$ cat config.mk
export PLATFORM = sky130hd
export DESIGN_NAME = mem_access_unit_flat
export DESIGN_NICKNAME = d
export VERILOG_FILES = /design/src/rtl/mem_access_unit_if.sv /design/src/rtl/mem_access_unit.sv /design/src/flat_wrapper.sv
export SDC_FILE = /design/constraint.sdc
export NUM_CORES = 1
export LEC_CHECK = 0
export BUFFER_PORTS_ARGS = -buffer_cell sky130_fd_sc_hd__buf_2
export CORE_AREA = 2 2 105 107
export DETAILED_ROUTE_END_ITERATION = 8
export DIE_AREA = 0 0 107 109
export MAX_ROUTING_LAYER = met4
export PLACE_DENSITY = 0.79
export SLEW_MARGIN = 10
export SYNTH_ARGS = -nofsm -noshare
export SYNTH_HDL_FRONTEND = slang
export SYNTH_SLANG_ARGS = --single-unit
$ cat constraint.sdc
create_clock -name clk -period 2.7 [get_ports clk]
set_input_delay 0.27 -clock clk [delete_from_list [all_inputs] [get_ports clk]]
set_output_delay 0.27 -clock clk [all_outputs]
set_load 0.1 [all_outputs]
$ cat src/rtl/mem_access_unit_if.sv
// Handshaked word bus between the MEM-stage access unit (master) and data memory (slave).
interface mem_access_unit_if;
   logic        mem_req;
   logic        mem_we;
   logic [31:0] mem_addr;
   logic [3:0]  mem_be;
   logic [31:0] mem_wdata;
   logic [31:0] mem_rdata;
   logic        mem_ready;

   modport master (
      output mem_req,
      output mem_we,
      output mem_addr,
      output mem_be,
      output mem_wdata,
      input  mem_rdata,
      input  mem_ready
   );

   modport slave (
      input  mem_req,
      input  mem_we,
      input  mem_addr,
      input  mem_be,
      input  mem_wdata,
      output mem_rdata,
      output mem_ready
   );
endinterface

$ cat src/rtl/mem_access_unit.sv
// MEM-stage data-memory access unit: turns load/store control into one word-bus
// transaction, stalls the pipeline while it is outstanding and formats load data.
module mem_access_unit #(
   parameter int TIMEOUT = 16,
   parameter int CNT_W   = 5
) (
   input  logic                      clk,
   input  logic                      reset,
   input  logic                      MemRead,
   input  logic                      MemWrite,
   input  logic [1:0]                size,
   input  logic                      sign_ext,
   input  logic [31:0]               addr,
   input  logic [31:0]               wdata,
   output logic [31:0]               Data_out,
   output logic                      stall,
   output logic                      misalign,
   output logic                      bus_err,
   mem_access_unit_if.master         bus
);

   localparam logic [1:0] ST_IDLE = 2'd0;
   localparam logic [1:0] ST_BUSY = 2'd1;
   localparam logic [1:0] ST_DONE = 2'd2;

   localparam logic [CNT_W-1:0] CNT_LAST = CNT_W'(TIMEOUT - 1);
   localparam logic [CNT_W-1:0] CNT_ONE  = CNT_W'(1);

   function automatic logic is_aligned(input logic [1:0] sz, input logic [1:0] lo);
      logic ok;
      case (sz)
         2'b00:   ok = 1'b1;
         2'b01:   ok = ~lo[0];
         default: ok = (lo == 2'b00);
      endcase
      return ok;
   endfunction

   function automatic logic [3:0] byte_enables(input logic [1:0] sz, input logic [1:0] lo);
      logic [3:0] be;
      case (sz)
         2'b00:   be = 4'b0001 << lo;
         2'b01:   be = lo[1] ? 4'b1100 : 4'b0011;
         default: be = 4'b1111;
      endcase
      return be;
   endfunction

   // Replicating the store data across every lane lets memory pick it up from any enabled byte.
   function automatic logic [31:0] store_data(input logic [1:0] sz, input logic [31:0] wd);
      logic [31:0] res;
      case (sz)
         2'b00:   res = {4{wd[7:0]}};
         2'b01:   res = {2{wd[15:0]}};
         default: res = wd;
      endcase
      return res;
   endfunction

   function automatic logic [31:0] format_load(input logic [1:0]  sz,
                                               input logic [1:0]  lo,
                                               input logic        sx,
                                               input logic [31:0] rd);
      logic [7:0]  b;
      logic [15:0] h;
      logic [31:0] res;
      case (lo)
         2'b00:   b = rd[7:0];
         2'b01:   b = rd[15:8];
         2'b10:   b = rd[23:16];
         default: b = rd[31:24];
      endcase
      h = lo[1] ? rd[31:16] : rd[15:0];
      case (sz)
         2'b00:   res = {{24{sx & b[7]}}, b};
         2'b01:   res = {{16{sx & h[15]}}, h};
         default: res = rd;
      endcase
      return res;
   endfunction

   logic             access_s;
   logic             aligned_s;
   logic             start_s;
   logic             stall_s;

   logic [1:0]       state_r;
   logic [CNT_W-1:0] cnt_r;
   logic [31:0]      data_out_r;
   logic             req_r;
   logic             we_r;
   logic [31:0]      addr_r;
   logic [3:0]       be_r;
   logic [31:0]      wdata_r;
   logic [1:0]       size_r;
   logic [1:0]       lo_r;
   logic             sext_r;
   logic             misalign_r;
   logic             bus_err_r;

   assign access_s  = MemRead | MemWrite;
   assign aligned_s = is_aligned(size, addr[1:0]);
   assign start_s   = (state_r == ST_IDLE) & access_s & aligned_s;

   // Pipeline freeze: asserted from the issuing cycle through the last BUSY cycle.
   always_comb begin
      stall_s = 1'b0;
      case (state_r)
         ST_IDLE: stall_s = access_s & aligned_s;
         ST_BUSY: stall_s = 1'b1;
         default: stall_s = 1'b0;
      endcase
   end

   // Transaction FSM and wait-cycle counter.
   always_ff @(posedge clk) begin
      if (reset) begin
         state_r <= ST_IDLE;
         cnt_r   <= '0;
      end else begin
         case (state_r)
            ST_IDLE: begin
               if (start_s) begin
                  state_r <= ST_BUSY;
                  cnt_r   <= '0;
               end
            end
            ST_BUSY: begin
               if (bus.mem_ready || (cnt_r == CNT_LAST)) begin
                  state_r <= ST_DONE;
               end else begin
                  cnt_r <= cnt_r + CNT_ONE;
               end
            end
            ST_DONE: state_r <= ST_IDLE;
            default: state_r <= ST_IDLE;
         endcase
      end
   end

   // Bus request and the attributes latched at issue, held until the transaction ends.
   always_ff @(posedge clk) begin
      if (reset) begin
         req_r   <= 1'b0;
         we_r    <= 1'b0;
         addr_r  <= 32'h0000_0000;
         be_r    <= 4'b0000;
         wdata_r <= 32'h0000_0000;
         size_r  <= 2'b00;
         lo_r    <= 2'b00;
         sext_r  <= 1'b0;
      end else if (start_s) begin
         req_r   <= 1'b1;
         we_r    <= MemWrite;
         addr_r  <= {addr[31:2], 2'b00};
         be_r    <= byte_enables(size, addr[1:0]);
         wdata_r <= store_data(size, wdata);
         size_r  <= size;
         lo_r    <= addr[1:0];
         sext_r  <= sign_ext;
      end else if ((state_r == ST_BUSY) && (bus.mem_ready || (cnt_r == CNT_LAST))) begin
         req_r <= 1'b0;
      end
   end

   // Load result: formatted with the attributes captured at issue, not the live inputs.
   always_ff @(posedge clk) begin
      if (reset) begin
         data_out_r <= 32'h0000_0000;
      end else if ((state_r == ST_BUSY) && bus.mem_ready && !we_r) begin
         data_out_r <= format_load(size_r, lo_r, sext_r, bus.mem_rdata);
      end
   end

   // Single-cycle status pulses; they come from different states so never overlap.
   always_ff @(posedge clk) begin
      if (reset) begin
         misalign_r <= 1'b0;
         bus_err_r  <= 1'b0;
      end else begin
         misalign_r <= (state_r == ST_IDLE) & access_s & ~aligned_s;
         bus_err_r  <= (state_r == ST_BUSY) & ~bus.mem_ready & (cnt_r == CNT_LAST);
      end
   end

   assign Data_out      = data_out_r;
   assign stall         = stall_s;
   assign misalign      = misalign_r;
   assign bus_err       = bus_err_r;
   assign bus.mem_req   = req_r;
   assign bus.mem_we    = we_r;
   assign bus.mem_addr  = addr_r;
   assign bus.mem_be    = be_r;
   assign bus.mem_wdata = wdata_r;

endmodule

$ cat src/flat_wrapper.sv
// flat-port wrapper written by rule: the top's interface ports become plain ports
module mem_access_unit_flat 
#(
   parameter int TIMEOUT = 16,
   parameter int CNT_W   = 5
)
  (clk, reset, MemRead, MemWrite, size, sign_ext, addr, wdata, Data_out, stall, misalign, bus_err, bus_mem_req, bus_mem_we, bus_mem_addr, bus_mem_be, bus_mem_wdata, bus_mem_rdata, bus_mem_ready);
  mem_access_unit_if bus_i ();
  input  logic clk;
  input  logic reset;
  input  logic MemRead;
  input  logic MemWrite;
  input  logic [1:0] size;
  input  logic sign_ext;
  input  logic [31:0] addr;
  input  logic [31:0] wdata;
  output logic [31:0] Data_out;
  output logic stall;
  output logic misalign;
  output logic bus_err;
  output wire logic [$bits(bus_i.mem_req)-1:0] bus_mem_req;
  output wire logic [$bits(bus_i.mem_we)-1:0] bus_mem_we;
  output wire logic [$bits(bus_i.mem_addr)-1:0] bus_mem_addr;
  output wire logic [$bits(bus_i.mem_be)-1:0] bus_mem_be;
  output wire logic [$bits(bus_i.mem_wdata)-1:0] bus_mem_wdata;
  input wire logic [$bits(bus_i.mem_rdata)-1:0] bus_mem_rdata;
  input wire logic [$bits(bus_i.mem_ready)-1:0] bus_mem_ready;
  assign bus_mem_req = bus_i.mem_req;
  assign bus_mem_we = bus_i.mem_we;
  assign bus_mem_addr = bus_i.mem_addr;
  assign bus_mem_be = bus_i.mem_be;
  assign bus_mem_wdata = bus_i.mem_wdata;
  assign bus_i.mem_rdata = bus_mem_rdata;
  assign bus_i.mem_ready = bus_mem_ready;
  mem_access_unit #(.TIMEOUT(TIMEOUT), .CNT_W(CNT_W)) u_core (.clk(clk), .reset(reset), .MemRead(MemRead), .MemWrite(MemWrite), .size(size), .sign_ext(sign_ext), .addr(addr), .wdata(wdata), .Data_out(Data_out), .stall(stall), .misalign(misalign), .bus_err(bus_err), .bus(bus_i));
endmodule
---- Word-level counts from Yosys, hierarchy flattened ----
Index checks and enable logic that the tools add are counted.
word-level totals
  register bits ........................... 114
  memory bits (read-only) ................. 0
  bits in latches ......................... 0
  output and inout bits ................... 105
  memories ................................ 0
  input bits .............................. 104
  memory bits (writable) .................. 0
cells by class
  $add $sub $neg .......................... 1
  eq/ne operators ......................... 9
  $lt $le $gt $ge ......................... 0
  reductions and logical operators ........ 14
  bitwise gates (word level) .............. 12
  shift-type cells ........................ 1
  $mul .................................... 0
  div/mod/pow operators ................... 0
  mux-type cells .......................... 18
operators with widths
  kind                 count
  $pmux 32 s2          2
  $pmux 8 s3           1
  $mux 16              1
  $mux 8               2
  $logic_not 2->1      5
  $mux 5               2
  $pmux 5 s2           1
  $and 1x1->1          8
  $eq 2x1->1 const B   4
  $pmux 4 s2           1
  $add 5x1->5 const B  1
  $eq 5x4->1 const B   1
  $mux 2               2
  $mux 4               1
  $ne 2x1->1 const B   2
  $pmux 1 s2           2
  $pmux 2 s2           1
  $reduce_bool 2->1    2
  $shl 1x2->4 const A  1
  $logic_and 1x1->1    3
  $not 1->1            3
  $reduce_and 3->1     1
  $eq 2x2->1 const B   1
  $mux 1               2
  5 further kinds      5

---- Logic depth before layout (Yosys ltp) ----
Gate-level depths: netlist of run 1.
  depth after elaboration ................. 7
  gate-level depth with buffers ........... 7

---- Worst setup path after synthesis of run 1 ----
OpenSTA, ideal clock, no wires.
  path type ............................... reg2reg
  start point ............................. reg u_core.we_r, in the netlist u_core.bus.mem_we
  end point ............................... reg u_core.data_out_r[0], in the netlist u_core.Data_out[0]
  cell stages (with the launch flop) ...... 6
  path buffers ............................ 1
  setup slack ............................. 0.755 ns
  setup time .............................. 0.119 ns
  arrival time ............................ 1.826 ns
  period minus slack after synthesis ...... 1.945 ns
  path through ............................ dfxtp_1 > and4bb_2 > buf_2 > nand2b_1 > a21oi_1 > a32o_1
between the ends
  cells in the longest elaborated chain, start to end .. 2
RTL lines
  element                 line                    text
  start, declared         mem_access_unit.sv:91   logic we_r;
  start signal, assigned  mem_access_unit.sv:154  we_r <= MemWrite;
  $logic_not 1->1         mem_access_unit.sv:170  end else if ((state_r == ST_BUSY) && bus.mem_ready && !we_r) begin
  $logic_and 1x1->1       mem_access_unit.sv:170
  end signal, assigned    mem_access_unit.sv:171  data_out_r <= format_load(size_r, lo_r, sext_r, bus.mem_rdata);
  end, declared           mem_access_unit.sv:89   logic [31:0] data_out_r;
Every way passes these cells.
A chain may end at the register's enable or synchronous reset.

---- Worst setup path after layout of run 1 ----
  start point ............................. reg u_core.cnt_r[0]
  end point ............................... reg u_core.cnt_r[3]
between the ends
  cells in the longest elaborated chain, start to end .. 4
  elaborated cells on any way between the ends .. 7
  classes of those cells .................. add/sub (1); eq/ne (2); mux (2); reduce/logical (2)
RTL lines
  element                                                              line                    text
  start, declared                                                      mem_access_unit.sv:88   logic [CNT_W-1:0] cnt_r;
  start signal, assigned                                               mem_access_unit.sv:132  cnt_r <= cnt_r + CNT_ONE;
  parallel branches: the longest is 4 deep, another holds $add 5x1->5  -
Several ways; the timed one is not identified. The select of a mux whose other input is x is not followed.

==> impl_metrics.tcl, run 1 <==
set metrics [dict create \
    clockPowerShare_pct 43.4 \
    place_area_um2 6052 \
    critPathMaxFanout 4 \
    io_pins 209 \
    grt_start_max_net_pins 77 \
    dp_hpwl_um 10650 \
    r2r_start "u_core.cnt_r[0]$_SDFFE_PP0P_" \
    grt_pass1_wl_um 25480 \
    synth_edf_count 0 \
    setup.worst_path.class "reg -> reg" \
    drive_gt1_share_pct 31.10 \
    final.setup.tns_ns 0 \
    worst_setup_hold_path_clk_slew_ns 0.06 \
    insertion_delay_ns 0.52 \
    antenna_left 0 \
    final_cells 977 \
    synth_top_flop_cell "dfxtp_1" \
    syn-instance-count 607 \
    ys_seq_area_share_pct 45.81 \
    synth_cell_types 47 \
    period_share_pct 81.34 \
    start_util_pct 46.99 \
    hold_viol 0 \
    p_leak_uw 0.003158 \
    dr.pass1.iters 7 \
    cts_setup_buffers 0 \
    place.gp.congestion 0.8998 \
    period_minus_slack_ns 2.196 \
    timing.rr.end "u_core.cnt_r[3]$_SDFFE_PP0P_" \
    internal_power_uw 4075 \
    finClkSkew_ns 0.009062 \
    routedWlPerCell_um 16.74 \
    synthArstFlopShare_pct 0 \
    via_count 5409 \
    clock-sinks 114 \
    crit_path_end_kind "register" \
    setup-violations-final 0 \
    cap_viol_max_count 0 \
    cts_tree "yes" \
    cts-root-buf "clkbuf_8" \
    r2r_slack_ns 0.50 \
    synth_area_leaders "dfxtp_1, nand2_1, a21oi_1" \
    antenna_found_initial 1 \
    drt_iter0_drc 493 \
    p_comb_share_pct 26.2 \
    worst_pin_slew_ns 0.7385 \
    maxSlewViolCount 0 \
    area_growth_pct 41.94 \
    syn_area_per_cell_um2 8.208 \
    synth-seq-cells 114 \
    final_nets 929 \
    endpoint "u_core.cnt_r[3]$_SDFFE_PP0P_" \
    crit_arrival_ns 2.63 \
    required_ns 3.14 \
    hold_class "in -> reg" \
    yosys.area.top_type_share_pct 45.81 \
    finalWirelength_um 16360 \
    maxSlewHeadroom_pct 50.07 \
    switching_share_pct 34.22 \
    globalRoute.totalOverflow 0 \
    grt.total_usage_pct 28.93 \
    htreeDepth 4 \
    grt_pass1_vias 5228 \
    startpoint "u_core.cnt_r[0]$_SDFFE_PP0P_" \
    switchingPower_uw 2120 \
    dieWidth_um 107 \
    p_seq_share_pct 30.4 \
    cts-resized-gates 0 \
    yosysMostFrequentCell "nand2_1" \
    finalInstanceArea_um2 7072 \
    n_fill_cell 834 \
    rsz0062_at_grt "no" \
    cts_max_path_buffers 2 \
    netlist_top_cells_count "nand2_1, dfxtp_1, a21oi_1, nor2_1, a211oi_1" \
    crit_path_start_kind "register" \
    place_inst 914 \
    routed_via_density 5.536 \
    fp-row-count 38 \
    yosysTopAreaCell "dfxtp_1" \
    ys.warnings.count 0 \
    port_buffers 206 \
    power_uw 6195 \
    cts_buffers 17 \
    synth_area_um2 4982 \
    die-area_um2 11660 \
    max_freq_ghz 0.4553 \
    route.detailed.drc 0 \
    power.density_nw_per_um2 876.0 \
    reg2regPathDepth 7 \
    status "complete, no violations" \
    core_region_area_um2 10600 \
    vdd_drop_max_mv 0.5069 \
    die_y_um 109 \
]
## power by group through the flow
stage | Clock, uW | Sequential, uW | Combinational (uW)
after CTS | 2710 | 1880 | 1610
final | 2690 | 1880 | 1620
after global placement | 0 | 1910 | 1550
after floorplan | 0 | 2730 | 440
after global routing | 2780 | 1890 | 1700
after detailed placement | 0 | 1910 | 1570
## worst min-delay path by stage
| stage | from | to | slack [ns] | cells after the start |
|---|---|---|---|---|
| 3_5_place_dp | u_core.bus.mem_addr[22]$_SDFFE_PP0P_ | u_core.bus.mem_addr[22]$_SDFFE_PP0P_ | 0.44 | 2 |
| 3_3_place_gp | u_core.bus.mem_addr[16]$_SDFFE_PP0P_ | u_core.bus.mem_addr[16]$_SDFFE_PP0P_ | 0.44 | 2 |
| 5_1_grt | bus_mem_rdata[20] | u_core.Data_out[20]$_SDFFE_PP0P_ | 0.03 | 3 |
| 2_1_floorplan | bus_mem_ready | u_core.bus_err$_SDFF_PP0_ | 0.35 | 1 |
| 6_report | wdata[5] | u_core.bus.mem_wdata[5]$_SDFFE_PP0P_ | 0.03 | 3 |
| 4_1_cts | addr[13] | u_core.bus.mem_addr[13]$_SDFFE_PP0P_ | 0.002 | 3 |
## per-layer routing
layer,vias up,global-route usage [%],share of wire [%]
met5,-,-,0
met4,0,14.47,3.0
met3,44,7.531,9.1
met2,319,48.09,49
met1,2494,32.40,39
li1,2552,-,-
## worst max-delay path, cell delays in order, from the launching register on
cell	delay [ns]
dfxtp_1	0.34
ha_1	0.23
and3_1	0.19
ha_1	0.21
nor4b_1	0.67
nand4_1	0.19
xor2_1	0.17
nor3_1	0.12
## per-stage QoR
| stage | util (%) | worst slack, ns | hold slack, ns |
|---|---|---|---|
| 2_1_floorplan | - | 0.7552 | 0.3467 |
| 4_1_cts | 66.67 | 0.4798 | 0.001618 |
| 3_3_place_gp | 57.08 | 0.7080 | 0.4391 |
| 6_report | 66.70 | 0.5038 | 0.03234 |
| 5_1_grt | 66.70 | 0.3473 | 0.02516 |
| 3_5_place_dp | 57.08 | 0.5751 | 0.4448 |
## sequential cells by signal (all words and copies together), names as in the netlist
register and flops:
u_core.Data_out 32, u_core.bus.mem_addr 30, u_core.bus.mem_be 4, u_core.bus.mem_req 1, u_core.bus.mem_wdata 32, u_core.bus.mem_we 1, u_core.bus_err 1, u_core.cnt_r 5
u_core.lo_r 2, u_core.misalign 1, u_core.sext_r 1, u_core.size_r 2, u_core.state_r 2
## layout make-up
class	count	area (um2)	share of cell area, %
Multi-Input combinational cell	432	2410	34.08
Tap cell	140	175.2	2.477
Inverter	11	41.29	0.5839
Timing Repair Buffer	247	1444	20.42
Sequential cell	114	2282	32.27
Clock buffer	23	496.7	7.024
Antenna cell	1	2.502	0.03539
Clock inverter	9	220.2	3.114
## what timing repair did
item	in CTS	in global routing
setup endpoints to repair	0	0
endpoints found under the hold margin	30	0
hold buffers	30	0
## cells in the final DEF (no fill, tap or decap), drive strengths merged, types with 2 or more instances in the layout
cell type	synthesis	layout
o211ai	8	8
a32o	6	6
clkbuf	25	23
nand2	144	144
dfxtp	114	114
a21oi	67	67
nand3	8	8
mux4	2	2
inv	10	10
a31oi	2	2
bufinv	0	7
mux2i	16	16
nand2b	4	4
clkinv	1	3
o21ai	19	19
a311oi	10	10
xor2	2	2
ha	2	2
a22o	9	9
a211oi	36	36
a22oi	8	8
dlygate4sd3	0	30
nor4b	2	2
conb	1	2
nor2	60	60
nor2b	2	2
buf	26	217
nor3	10	10
## logic make-up after synthesis
kind of cell | share of synthesized area (%)
AOI/OAI and AO/OA | 22.80
xor gates and xnor gates | 0.3516
adders and majority gates | 0.5022
buffers and inverters | 6.077
DFF | 45.81
muxes | 4.420
other | 0.07527
and+or+nand+nor | 19.97
Power figures use the tool's default switching activity.
==> run 2, diff against run 1 <==
clock period = 2.3 ns   (was 2.7 ns; I/O delays follow)
==> impl_metrics.tcl, run 2 (synthesis results as in run 1) <==
set metrics [dict create \
    whs_path_depth 3 \
    cap_viol_max_count 0 \
    finalWirelength_um 16090 \
    r2r_slack_ns 0.21 \
    drive_gt1_share_pct 30.54 \
    power.density_nw_per_um2 972.8 \
    period_minus_slack_ns 2.091 \
    cts_setup_buffers 0 \
    p_leak_uw 0.003219 \
    fin_ws_ns 0.2088 \
    crit_path_end_kind "register" \
    top_layer_used "met4" \
    hold_viol 0 \
    die_y_um 109 \
    maxSlewViolCount 0 \
    post-route-util_pct 68.06 \
    period_share_pct 90.92 \
    fp-row-count 38 \
    place.gp.congestion 0.8587 \
    cts_buffers 17 \
    holdWs_ns 0.01883 \
    dpl_worst_slack_ns 0.2289 \
    path_cells "ha_1 > and3_1 > ha_1 > nor4b_1 > nand4_1 > xor2_1 > nor3_1" \
    port_buffers 206 \
    cts_max_path_buffers 2 \
    final.setup.tns_ns 0 \
    hold_class "in -> reg" \
    max_freq_ghz 0.4782 \
    maxSlewHeadroom_pct 37.97 \
    finClkSkew_ns 0.009922 \
    grt_pass1_vias 5189 \
    n_fill_cell 852 \
    setup.worst_path.class "reg -> reg" \
    dr_wl_met2_um 7874 \
    hp-start "bus_mem_rdata[18]" \
    drt_iter0_drc 433 \
    r2r_start "u_core.cnt_r[0]$_SDFFE_PP0P_" \
    io_pins 209 \
    core_region_area_um2 10600 \
    setup-violations-final 0 \
    globalRoute.totalOverflow 0 \
    antenna_left 0 \
    holdBufCountCts 48 \
    insertion_delay_ns 0.51 \
    required_ns 2.73 \
    cts-root-buf "clkbuf_8" \
    hold_path_end "u_core.Data_out[18]$_SDFFE_PP0P_" \
    num_antenna_cells 0 \
    crit_path_start_kind "register" \
    antenna_found_initial 0 \
    clock-sinks 114 \
    worst_setup_hold_path_clk_slew_ns 0.05 \
    worst_pin_slew_ns 0.9285 \
    reg2regPathDepth 7 \
    vdd_drop_max_mv 0.6050 \
    timing.rr.end "u_core.cnt_r[3]$_SDFFE_PP0P_" \
    dp_hpwl_um 10790 \
    cts-resized-gates 0 \
    rsz0062_at_grt "no" \
    place_area_um2 6075 \
    crit_path_max_incr_delay_ns 0.56 \
    htreeDepth 4 \
    cts_tree "yes" \
    critPathSlowestCell "nor4b_1" \
    finalInstanceArea_um2 7216 \
    dieWidth_um 107 \
    routedWlPerCell_um 16.12 \
    die-area_um2 11660 \
    via_count 5478 \
    dr.pass1.iters 5 \
    grt_start_max_net_pins 58 \
    grt_pass1_wl_um 25320 \
    routed_via_density 5.489 \
    final_common_cell "buf_2" \
    grt.total_usage_pct 28.55 \
    start_util_pct 46.99 \
    final_cell_mix "buf_2, nand2_1, dfxtp_1" \
    drt-met1-wl_um 6560 \
    route.met3.wl_um 1213 \
    cpMostUsedCell "ha_1" \
    crit_arrival_ns 2.53 \
    route.detailed.drc 0 \
    critPathMaxFanout 4 \
    area_growth_pct 44.83 \
    final_nets 951 \
    status "complete, no violations" \
]
-- run 2: changes by cell type in the layout (fill, tap and decap cells not counted) --
cell	previous run	this run
clkbuf_8	7	5
clkinvlp_4	0	1
clkinv_2	2	4
diode_2	1	0
dlygate4sd3_1	30	49
clkbuf_1	0	1
bufinv_16	7	5
buf_4	11	14
-- run 2: how the worst max path moves through the flow --
stage                                              start                               to  slack, ns  cells after the start
after global routing        u_core.cnt_r[0]$_SDFFE_PP0P_     u_core.cnt_r[3]$_SDFFE_PP0P_       0.02                      7
after floorplan           u_core.bus.mem_we$_SDFFE_PP0P_  u_core.Data_out[0]$_SDFFE_PP0P_       0.36                      5
after CTS                   u_core.cnt_r[0]$_SDFFE_PP0P_     u_core.cnt_r[3]$_SDFFE_PP0P_       0.21                      7
after global placement      u_core.cnt_r[0]$_SDFFE_PP0P_     u_core.cnt_r[4]$_SDFFE_PP0P_       0.33                      6
after detailed placement    u_core.cnt_r[0]$_SDFFE_PP0P_     u_core.cnt_r[3]$_SDFFE_PP0P_       0.23                      7
final                       u_core.cnt_r[0]$_SDFFE_PP0P_     u_core.cnt_r[3]$_SDFFE_PP0P_       0.21                      7
-- run 2: layout make-up --
class | instances | area (um2) | share of cell area [%]
sequential | 114 | 2282 | 31.63
clock buffer | 22 | 473.0 | 6.555
inverter | 11 | 41.29 | 0.5722
multi-input combinational | 432 | 2410 | 33.40
clock inverter | 10 | 177.7 | 2.462
tap | 140 | 175.2 | 2.428
timing repair buffer | 269 | 1657 | 22.96
-- run 2: metal layers --
metal  up-vias  track usage [%]
li1       2597                -
met1      2564            34.01
met2       273            46.41
met3        44            6.993
met4         0            12.06
met5         -                -
-- run 2: critical path, delay by kind of cell, from the launching register on --
| family | cells | cell delay (ns) |
|---|---|---|
| simple gates | 4 | 1.06 |
| xor+xnor | 1 | 0.17 |
| fa+ha+maj | 2 | 0.44 |
| flops | 1 | 0.34 |
-- run 2: power by group --
part	switching (uW)	total [uW]	leakage (uW)	internal (uW)
logic	1500	1930	0.00196	428
registers	89.7	2210	0.000934	2120
clock network	899	2880	0.000321	1980
-- run 2: metrics by stage --
| step | std cells | power [uW] |
|---|---|---|
| after floorplan | 608 | 3725 |
| after global placement | 917 | 4066 |
| after detailed placement | 917 | 4097 |
| after CTS | 997 | 7033 |
| after global routing | 998 | 7263 |
| final | 998 | 7019 |
==> run 3, diff against run 2 <==
PLACE_DENSITY = 0.75   (was 0.79)
==> impl_metrics.tcl, run 3 (synthesis results as in run 1) <==
set metrics [dict create \
    grt.total_usage_pct 27.17 \
    finClkSkew_ns 0.01269 \
    p_leak_uw 0.003218 \
    reg2regPathDepth 7 \
    via_count 5405 \
    worst_pin_slew_ns 0.6106 \
    rsz0062_at_grt "no" \
    power.density_nw_per_um2 947.0 \
    grt_start_max_net_pins 63 \
    routed_via_density 5.383 \
    maxSlewViolCount 0 \
    die_y_um 109 \
    route.detailed.drc 0 \
    clock-sinks 114 \
    final_common_cell "buf_2" \
    finalWirelength_um 15610 \
    num_antenna_cells 0 \
    place_inst 917 \
    crit_arrival_ns 2.48 \
    multi_input_area_um2 2412 \
    grt_pass1_wl_um 24330 \
    power_uw 6870 \
    maxSlewHeadroom_pct 58.72 \
    cap_viol_max_count 0 \
    htreeDepth 4 \
    start_util_pct 46.99 \
    clockPowerShare_pct 39.7 \
    setup-violations-final 0 \
    final_nets 957 \
    worst_setup_hold_path_clk_slew_ns 0.06 \
    core_region_area_um2 10600 \
    dp_hpwl_um 10240 \
    grt_pass1_vias 5177 \
    final.setup.tns_ns 0 \
    cts_max_path_buffers 2 \
    place.gp.congestion 0.8706 \
    cp.depth 7 \
    critPathMaxFanout 4 \
    crit_family "simple AND/OR/NAND/NOR gates" \
    period_minus_slack_ns 2.059 \
    cts_buffers 17 \
    hold_viol 0 \
    setup.worst_path.class "reg -> reg" \
    port_buffers 206 \
    drt_iter0_drc 329 \
    max_freq_ghz 0.4856 \
    critPathSlowestCell "nor4b_1" \
    path_cells "ha_1 > and3_1 > ha_1 > nor4b_1 > nand4_1 > xor2_1 > nor3_1" \
    internal_power_uw 4374 \
    dieWidth_um 107 \
    status "complete, no violations" \
    p_comb_share_pct 28.1 \
    crit_path_start_kind "register" \
    crit_path_max_incr_delay_ns 0.57 \
    final_cell_mix "buf_2, nand2_1, dfxtp_1" \
    regArea_um2 2282 \
    crit_path_end_kind "register" \
    p_seq_share_pct 32.1 \
    holdWs_ns 0.02391 \
    hold_class "in -> reg" \
    io_pins 209 \
    vdd_drop_max_mv 0.4559 \
    routedWlPerCell_um 15.54 \
    switching_share_pct 36.33 \
    cts_setup_buffers 0 \
    whs_path_depth 3 \
    antenna_left 0 \
    cts_tree "yes" \
    fp-row-count 38 \
    drive_gt1_share_pct 30.44 \
    crit_buf_inv 0 \
    required_ns 2.72 \
    cts-root-buf "clkbuf_8" \
    period_share_pct 89.53 \
    insertion_delay_ns 0.51 \
    final_cells 1004 \
    area_growth_pct 45.61 \
    die-area_um2 11660 \
    dr.pass1.iters 6 \
    switchingPower_uw 2496 \
    cpMostUsedCell "ha_1" \
    n_fill_cell 846 \
    globalRoute.totalOverflow 0 \
    antenna_found_initial 0 \
]
run 3: path summary, 6_finish.rpt:
kind	from	end	slack (ns)
worst max-delay path	u_core.cnt_r[0]$_SDFFE_PP0P_	u_core.cnt_r[3]$_SDFFE_PP0P_	0.24
worst min-delay path	wdata[8]	u_core.bus.mem_wdata[8]$_SDFFE_PP0P_	0.02
worst max register to register	u_core.cnt_r[0]$_SDFFE_PP0P_	u_core.cnt_r[3]$_SDFFE_PP0P_	0.24
worst min register to register	u_core.bus.mem_addr[16]$_SDFFE_PP0P_	u_core.bus.mem_addr[16]$_SDFFE_PP0P_	0.45
run 3: layer usage:
| layer | track usage (%) | wire length, um | vias to the layer above |
|---|---|---|---|
| met1 | 31.72 | 6360 | 2488 |
| met5 | - | 0 | - |
| li1 | - | - | 2613 |
| met2 | 44.45 | 7680 | 269 |
| met4 | 11.60 | 400 | 0 |
| met3 | 7.233 | 1164 | 35 |
run 3: layout make-up:
| type | instances | share of cell area, % |
|---|---|---|
| inverter | 11 | 0.5692 |
| clock inverter | 12 | 2.501 |
| clock buffer | 20 | 6.140 |
| sequential | 114 | 31.46 |
| tap | 140 | 2.415 |
| multi-input combinational | 432 | 33.25 |
| timing repair buffer | 275 | 23.66 |
run 3: stage by stage:
step | area (um2) | util (%) | worst slack (ns)
global route | 7254 | 68.42 | 0.03843
floorplan | 4986 | - | 0.3552
detailed placement | 6075 | 57.29 | 0.2249
global placement | 6075 | 57.29 | 0.3194
finish | 7254 | 68.42 | 0.2409
CTS | 7252 | 68.40 | 0.05410
run 3: what timing repair did:
action | in CTS | in global routing
resized for setup | 0 | 1
endpoints found under the setup margin | 0 | 1
hold buffers | 55 | 0
endpoints found under the hold margin | 55 | 0
run 3: worst reg2reg max path, delay by kind of cell, from the launching register on:
family	cells	cell delay (ns)
adders and majority gates	2	0.42
xor gates and xnor gates	1	0.17
DFF	1	0.33
and+or+nand+nor	4	1.06
run 3: power by group through the flow:
stage	sequential (uW)	clock (uW)	combinational [uW]
finish	2210	2730	1930
global route	2220	2870	2030
CTS	2200	2780	1920
detailed placement	2240	0	1850
global placement	2240	0	1820
floorplan	3210	0	517
